### config.mk
export PLATFORM = sky130hd
export DESIGN_NAME = osr_controller
export DESIGN_NICKNAME = d
export VERILOG_FILES = /design/src/rtl/osr_controller_pkg.sv /design/src/rtl/osr_controller.sv
export SDC_FILE = /design/constraint.sdc
export NUM_CORES = 1
export LEC_CHECK = 0
export ABC_AREA = 1
export BUFFER_PORTS_ARGS = -buffer_cell sky130_fd_sc_hd__buf_2
export CAP_MARGIN = 10
export CELL_PAD_IN_SITES_DETAIL_PLACEMENT = 2
export CELL_PAD_IN_SITES_GLOBAL_PLACEMENT = 2
export CORE_AREA = 2 2 124 96
export CTS_CLUSTER_SIZE = 30
export DETAILED_ROUTE_END_ITERATION = 10
export DIE_AREA = 0 0 126 98
export PLACE_DENSITY = 0.9
export SETUP_SLACK_MARGIN = 0.1
export SLEW_MARGIN = 20
export SYNTH_ARGS = -nofsm -noshare
export SYNTH_HDL_FRONTEND = slang
export SYNTH_SLANG_ARGS = --single-unit
### constraint.sdc
create_clock -name clk -period 4.2 [get_ports clk]
set_clock_uncertainty 0.15 [all_clocks]
set_input_delay 0.21 -clock clk [delete_from_list [all_inputs] [get_ports clk]]
set_output_delay 0.21 -clock clk [all_outputs]
set_load 0.02 [all_outputs]
### src/rtl/osr_controller_pkg.sv
// Shared types for the OSR sequencer: FSM states, the SHIFTCTRL view and count decoding.
package osr_controller_pkg;

  localparam int OSR_FULL_COUNT = 32;

  typedef enum logic [1:0] {
    IDLE,
    OUT_WAIT,
    PULL_WAIT
  } osr_ctrl_state_t;

  typedef struct packed {
    logic       autopull_en;
    logic [4:0] pull_thresh;
  } osr_cfg_t;

  // 5-bit instruction/config counts encode 32 as 0.
  function automatic logic [5:0] decode_count(input logic [4:0] v);
    return (v == 5'd0) ? 6'd32 : {1'b0, v};
  endfunction

endpackage

### src/rtl/osr_controller.sv
// OSR sequencer: owns the shift count, arbitrates MOV/PULL/OUT/autopull and stalls the core
// when the output shift register cannot serve the current instruction.
module osr_controller
  import osr_controller_pkg::*;
#(
  parameter int DATA_W = 32,
  parameter int CNT_W  = 6
) (
  input  logic              clk,
  input  logic              rst,
  input  logic              out_req,
  input  logic [4:0]        out_bits,
  input  logic              pull_req,
  input  logic              pull_block,
  input  logic              pull_ifempty,
  input  logic              mov_req,
  input  logic [DATA_W-1:0] mov_data,
  input  logic [DATA_W-1:0] x_value,
  input  logic              autopull_en,
  input  logic [4:0]        pull_thresh,
  input  logic              tx_empty,
  input  logic [DATA_W-1:0] tx_data,
  output logic              tx_pop,
  output logic              osr_load,
  output logic [DATA_W-1:0] osr_data_in,
  output logic              shift_en,
  output logic [CNT_W-1:0]  shift_count,
  output logic              stall,
  output logic              done,
  output logic [CNT_W-1:0]  osr_count
);

  localparam logic [CNT_W-1:0] FULL_CNT = CNT_W'(OSR_FULL_COUNT);
  localparam logic [CNT_W:0]   FULL_EXT = (CNT_W+1)'(OSR_FULL_COUNT);

  osr_ctrl_state_t  r_state, w_state_next;
  logic [CNT_W-1:0] r_count, w_count_next;
  osr_cfg_t         w_cfg;
  logic [CNT_W-1:0] w_thr, w_n, w_sat;
  logic [CNT_W:0]   w_sum;
  logic             w_full, w_abandon;

  assign w_cfg   = '{autopull_en: autopull_en, pull_thresh: pull_thresh};
  assign w_thr   = CNT_W'(decode_count(w_cfg.pull_thresh));
  assign w_n     = CNT_W'(decode_count(out_bits));
  assign w_full  = (r_count >= w_thr);
  assign w_sum   = {1'b0, r_count} + {1'b0, w_n};
  assign w_sat   = (w_sum > FULL_EXT) ? FULL_CNT : w_sum[CNT_W-1:0];
  // A WAIT state whose request has been withdrawn just unwinds.
  assign w_abandon = ((r_state == OUT_WAIT) && !out_req) ||
                     ((r_state == PULL_WAIT) && !pull_req);
  assign osr_count = r_count;

  always_comb begin
    w_state_next = r_state;
    w_count_next = r_count;
    tx_pop       = 1'b0;
    osr_load     = 1'b0;
    osr_data_in  = '0;
    shift_en     = 1'b0;
    shift_count  = '0;
    stall        = 1'b0;
    done         = 1'b0;
    if (rst) begin
      w_state_next = IDLE;
    end else if (w_abandon) begin
      w_state_next = IDLE;
    end else if (mov_req) begin
      osr_load     = 1'b1;
      osr_data_in  = mov_data;
      w_count_next = '0;
      done         = 1'b1;
      w_state_next = IDLE;
    end else if (pull_req) begin
      if (pull_ifempty && !w_full) begin
        done         = 1'b1;
        w_state_next = IDLE;
      end else if (!tx_empty) begin
        tx_pop       = 1'b1;
        osr_load     = 1'b1;
        osr_data_in  = tx_data;
        w_count_next = '0;
        done         = 1'b1;
        w_state_next = IDLE;
      end else if (pull_block) begin
        stall        = 1'b1;
        w_state_next = PULL_WAIT;
      end else begin
        osr_load     = 1'b1;
        osr_data_in  = x_value;
        w_count_next = '0;
        done         = 1'b1;
        w_state_next = IDLE;
      end
    end else if (out_req) begin
      if (w_cfg.autopull_en && w_full) begin
        stall = 1'b1;
        if (!tx_empty) begin
          // Refill now; the shift itself is served on the following cycle.
          tx_pop       = 1'b1;
          osr_load     = 1'b1;
          osr_data_in  = tx_data;
          w_count_next = '0;
        end else begin
          w_state_next = OUT_WAIT;
        end
      end else begin
        shift_en     = 1'b1;
        shift_count  = w_n;
        w_count_next = w_sat;
        done         = 1'b1;
        w_state_next = IDLE;
      end
    end else if (w_cfg.autopull_en && w_full && !tx_empty) begin
      tx_pop       = 1'b1;
      osr_load     = 1'b1;
      osr_data_in  = tx_data;
      w_count_next = '0;
    end
  end

  always_ff @(posedge clk or posedge rst) begin
    if (rst) begin
      r_state <= IDLE;
      r_count <= FULL_CNT;
    end else begin
      r_state <= w_state_next;
      r_count <= w_count_next;
    end
  end

endmodule
==> metrics.txt <==
status=complete, no violations; max-slew violation count=0; CTS tree=done; CP required=3840 ps; slowest stage delay, CP=590 ps; combinational power share=55.2%; number of synthesized flops with an enable pin=0; P per Cell Area=191.1 mW/mm^2; Remaining DRCs=0; Port Buffer Count=163; drt initial violations=80; CP Launch Type=flip-flop; Nets=639; max-cap violations=0; clk buf depth=2; Commonest cells post-synth=62 x o21ai_0, 57 x nor2_1, 56 x nand2_1, 34 x a21oi_1, 33 x inv_1; Setup TNS Final=0 ps; largest net degree at the start of global routing=67; dpl ws=1347 ps; Fmax=338.7 MHz; total congestion overflow=0; fin crit share=70.29%; Rel. slew slack=39.34%; drt wl/cell=16.99 um; CP Depth=10; detailed-route via count=3052; I/O pin cnt=164; switching fraction of total power=44.06%; slowest CP cell=dfstp_2; RSZ-0062 raised after global routing=false; CTS root buffer=clkbuf_16; PnR worst setup slack=1248 ps; top-count cell post-synth=o21ai_0; largest area contributor in the netlist=o21ai_0; Worst-Skew Late Latency=240 ps; number of global-route vias before repair=3391; Synth Warn #=0; post-synthesis cell type count=34; number of cells on the worst hold path=4; top cells by area, synth=o21ai_0 15%, nor2_1 10%, nand2_1 10%, dfrtp_1 8.4%, a21oi_1 8.2%; share of cells above drive strength 1=42.35%; Int Pwr=0.3263 mW; crit-path leading delay family=simple AND/OR/NAND/NOR gates; area grow syn2layout=46.75%; Rows=34; sequential-to-total area share from yosys stat=9.687%; DRT Wirelength=11110 um; full die area=0.01235 mm^2; Starting Density=18.52%; gpl congestion=0.8958; DRT antenna net count=0; syn nets=493; CORE AREA=0.01123 mm^2; Switch Pwr=0.2570 mW; fin crit period=2952 ps; n_diodes=0; worst-path cell chain=ha_1, nand2_1, nor2_1, nand2_2, nand2_4, nand3_4, nand2_4, nand3_4, nor2_1, buf_2; Total GRT Usage=17.24%; Seq pwr share=14.8%; P_leak=1.696 nW; CP arrival=2590 ps; Worst Hold Class=in2reg; Final setup viols=0; drt pass-1 iters=4; Vias per Instance=4.667; DPL Wire Length=8977 um; Clock transition at path regs=40 ps; clock power share=30.0%; crit-path max FO=33; Die H=98 um; final hold vios=0; prevailing post-synth register cell=dfrtp_1; Post-Syn Instances=365; Die Span X=126 um; share of the synthesized area in the top cell type=14.92%; Mean Syn Cell Area=5.697 um^2; VDD IR max=90.15 uV; initial antenna violation count=0; FFs w/ async S/R, synth=100.0%; Worst Max-Slew Pin Slew=909.9 ps; H-tree depth=1; first-pass GRT wire length=17430 um; CP Buf/Inv Count=1; clock sink count=8; Num CTS Buffers=3; Syn Std Cell Area=0.002079 mm^2; Seq cells post-synth=8; crit end category=output pin; Setup CP Type=reg2out; FF-to-FF path depth=12
per-layer routing:
layer  global-route usage (%)  up-vias  wire (um)
li1                         -     1486          -
met3                    2.301       18        442
met4                    3.804        0        206
met5                        0        -          0
met1                    21.03     1465       4707
met2                    32.18       83       5753
area by class of cell:
cell class / instances / area [um^2]
clock buffers: 4 / 78.83
fillers: 1433 / 8179
inverters: 37 / 138.9
multi-input cells: 294 / 1604
flip-flops and latches: 8 / 201.4
well taps: 144 / 180.2
repair buffers: 167 / 848.3
per-stage QoR:
stage	cell area, um^2	util, %	total power, mW	hold slack (ps)	std cells
after floorplan	2079	-	0.2824	-109.5	365
final	3052	27.17	0.5833	193.7	654
after CTS	3052	27.17	0.5904	190.7	654
after global placement	2960	26.36	0.3900	65.22	649
after global routing	3052	27.17	0.6240	210.4	654
after detailed placement	2963	26.38	0.4107	97.14	649
placed cells by master (no fill, tap or decap):
cell type and n:
a211oi_1 1, a21oi_1 34, a21oi_4 2, and3_1 1, buf_2 163, buf_4 3, clkbuf_1 1, clkbuf_16 3
dfrtp_1 7, dfstp_2 1, dlygate4sd3_1 1, fa_1 1, ha_1 12, inv_1 33, inv_2 4, nand2_1 55
nand2_2 3, nand2_4 2, nand3_1 15, nand3_2 6, nand3_4 2, nand3b_1 1, nand4_1 3, nor2_1 57
nor2_2 21, nor2_4 3, nor3_1 4, nor3_2 1, o211ai_1 1, o21ai_0 62, o21ai_1 2, o22ai_1 2
or2_2 1, or2_4 1, xnor2_1 1
power by group through the flow:
stage,Sequential (mW),Clock (mW),Combinational [mW]
finish,0.0863,0.175,0.322
global route,0.0870,0.180,0.357
CTS,0.0864,0.177,0.327
detailed placement,0.0876,0,0.323
global placement,0.0868,0,0.303
floorplan,0.0889,0,0.194
registers in the layout, summed over array words and instances (netlist names):
name       count
osr_count      6
r_state        2
kinds of logic after synthesis:
family | after synthesis | synth area share (%)
AO/OA/AOI/OAI | 104 | 26.47
buffers and inverters | 63 | 13.30
XOR/XNOR | 1 | 0.4213
AND/OR/NAND/NOR | 176 | 41.94
flip-flops | 8 | 9.687
adder cells (fa/ha/maj) | 13 | 8.183
path summary, 6_finish.rpt:
check	start	endpoint	slack [ps]
max	osr_count[5]	osr_data_in[12]	1250
min	out_req	r_state[1]	190
max reg2reg	osr_count[0]	osr_count[2]	1860
min reg2reg	r_state[1]	r_state[1]	400
max in group asynchronous	rst	osr_count[5]	3190
min in group asynchronous	rst	r_state[1]	370
tightest hold or removal path, delay by kind of cell:
family / cells / cell delay (ps)
AOI/OAI and AO/OA: 2 / 150
buffers and inverters: 1 / 130
and+or+nand+nor: 1 / 60
repair_timing:
action                                  in CTS  in global routing
buffers inserted                             0                  0
endpoints found under the setup margin       0                  0
hold endpoints to repair                     7                  0
resized for setup                            0                  0
hold buffers                                 1                  0
(Power assumes the default switching activity.)
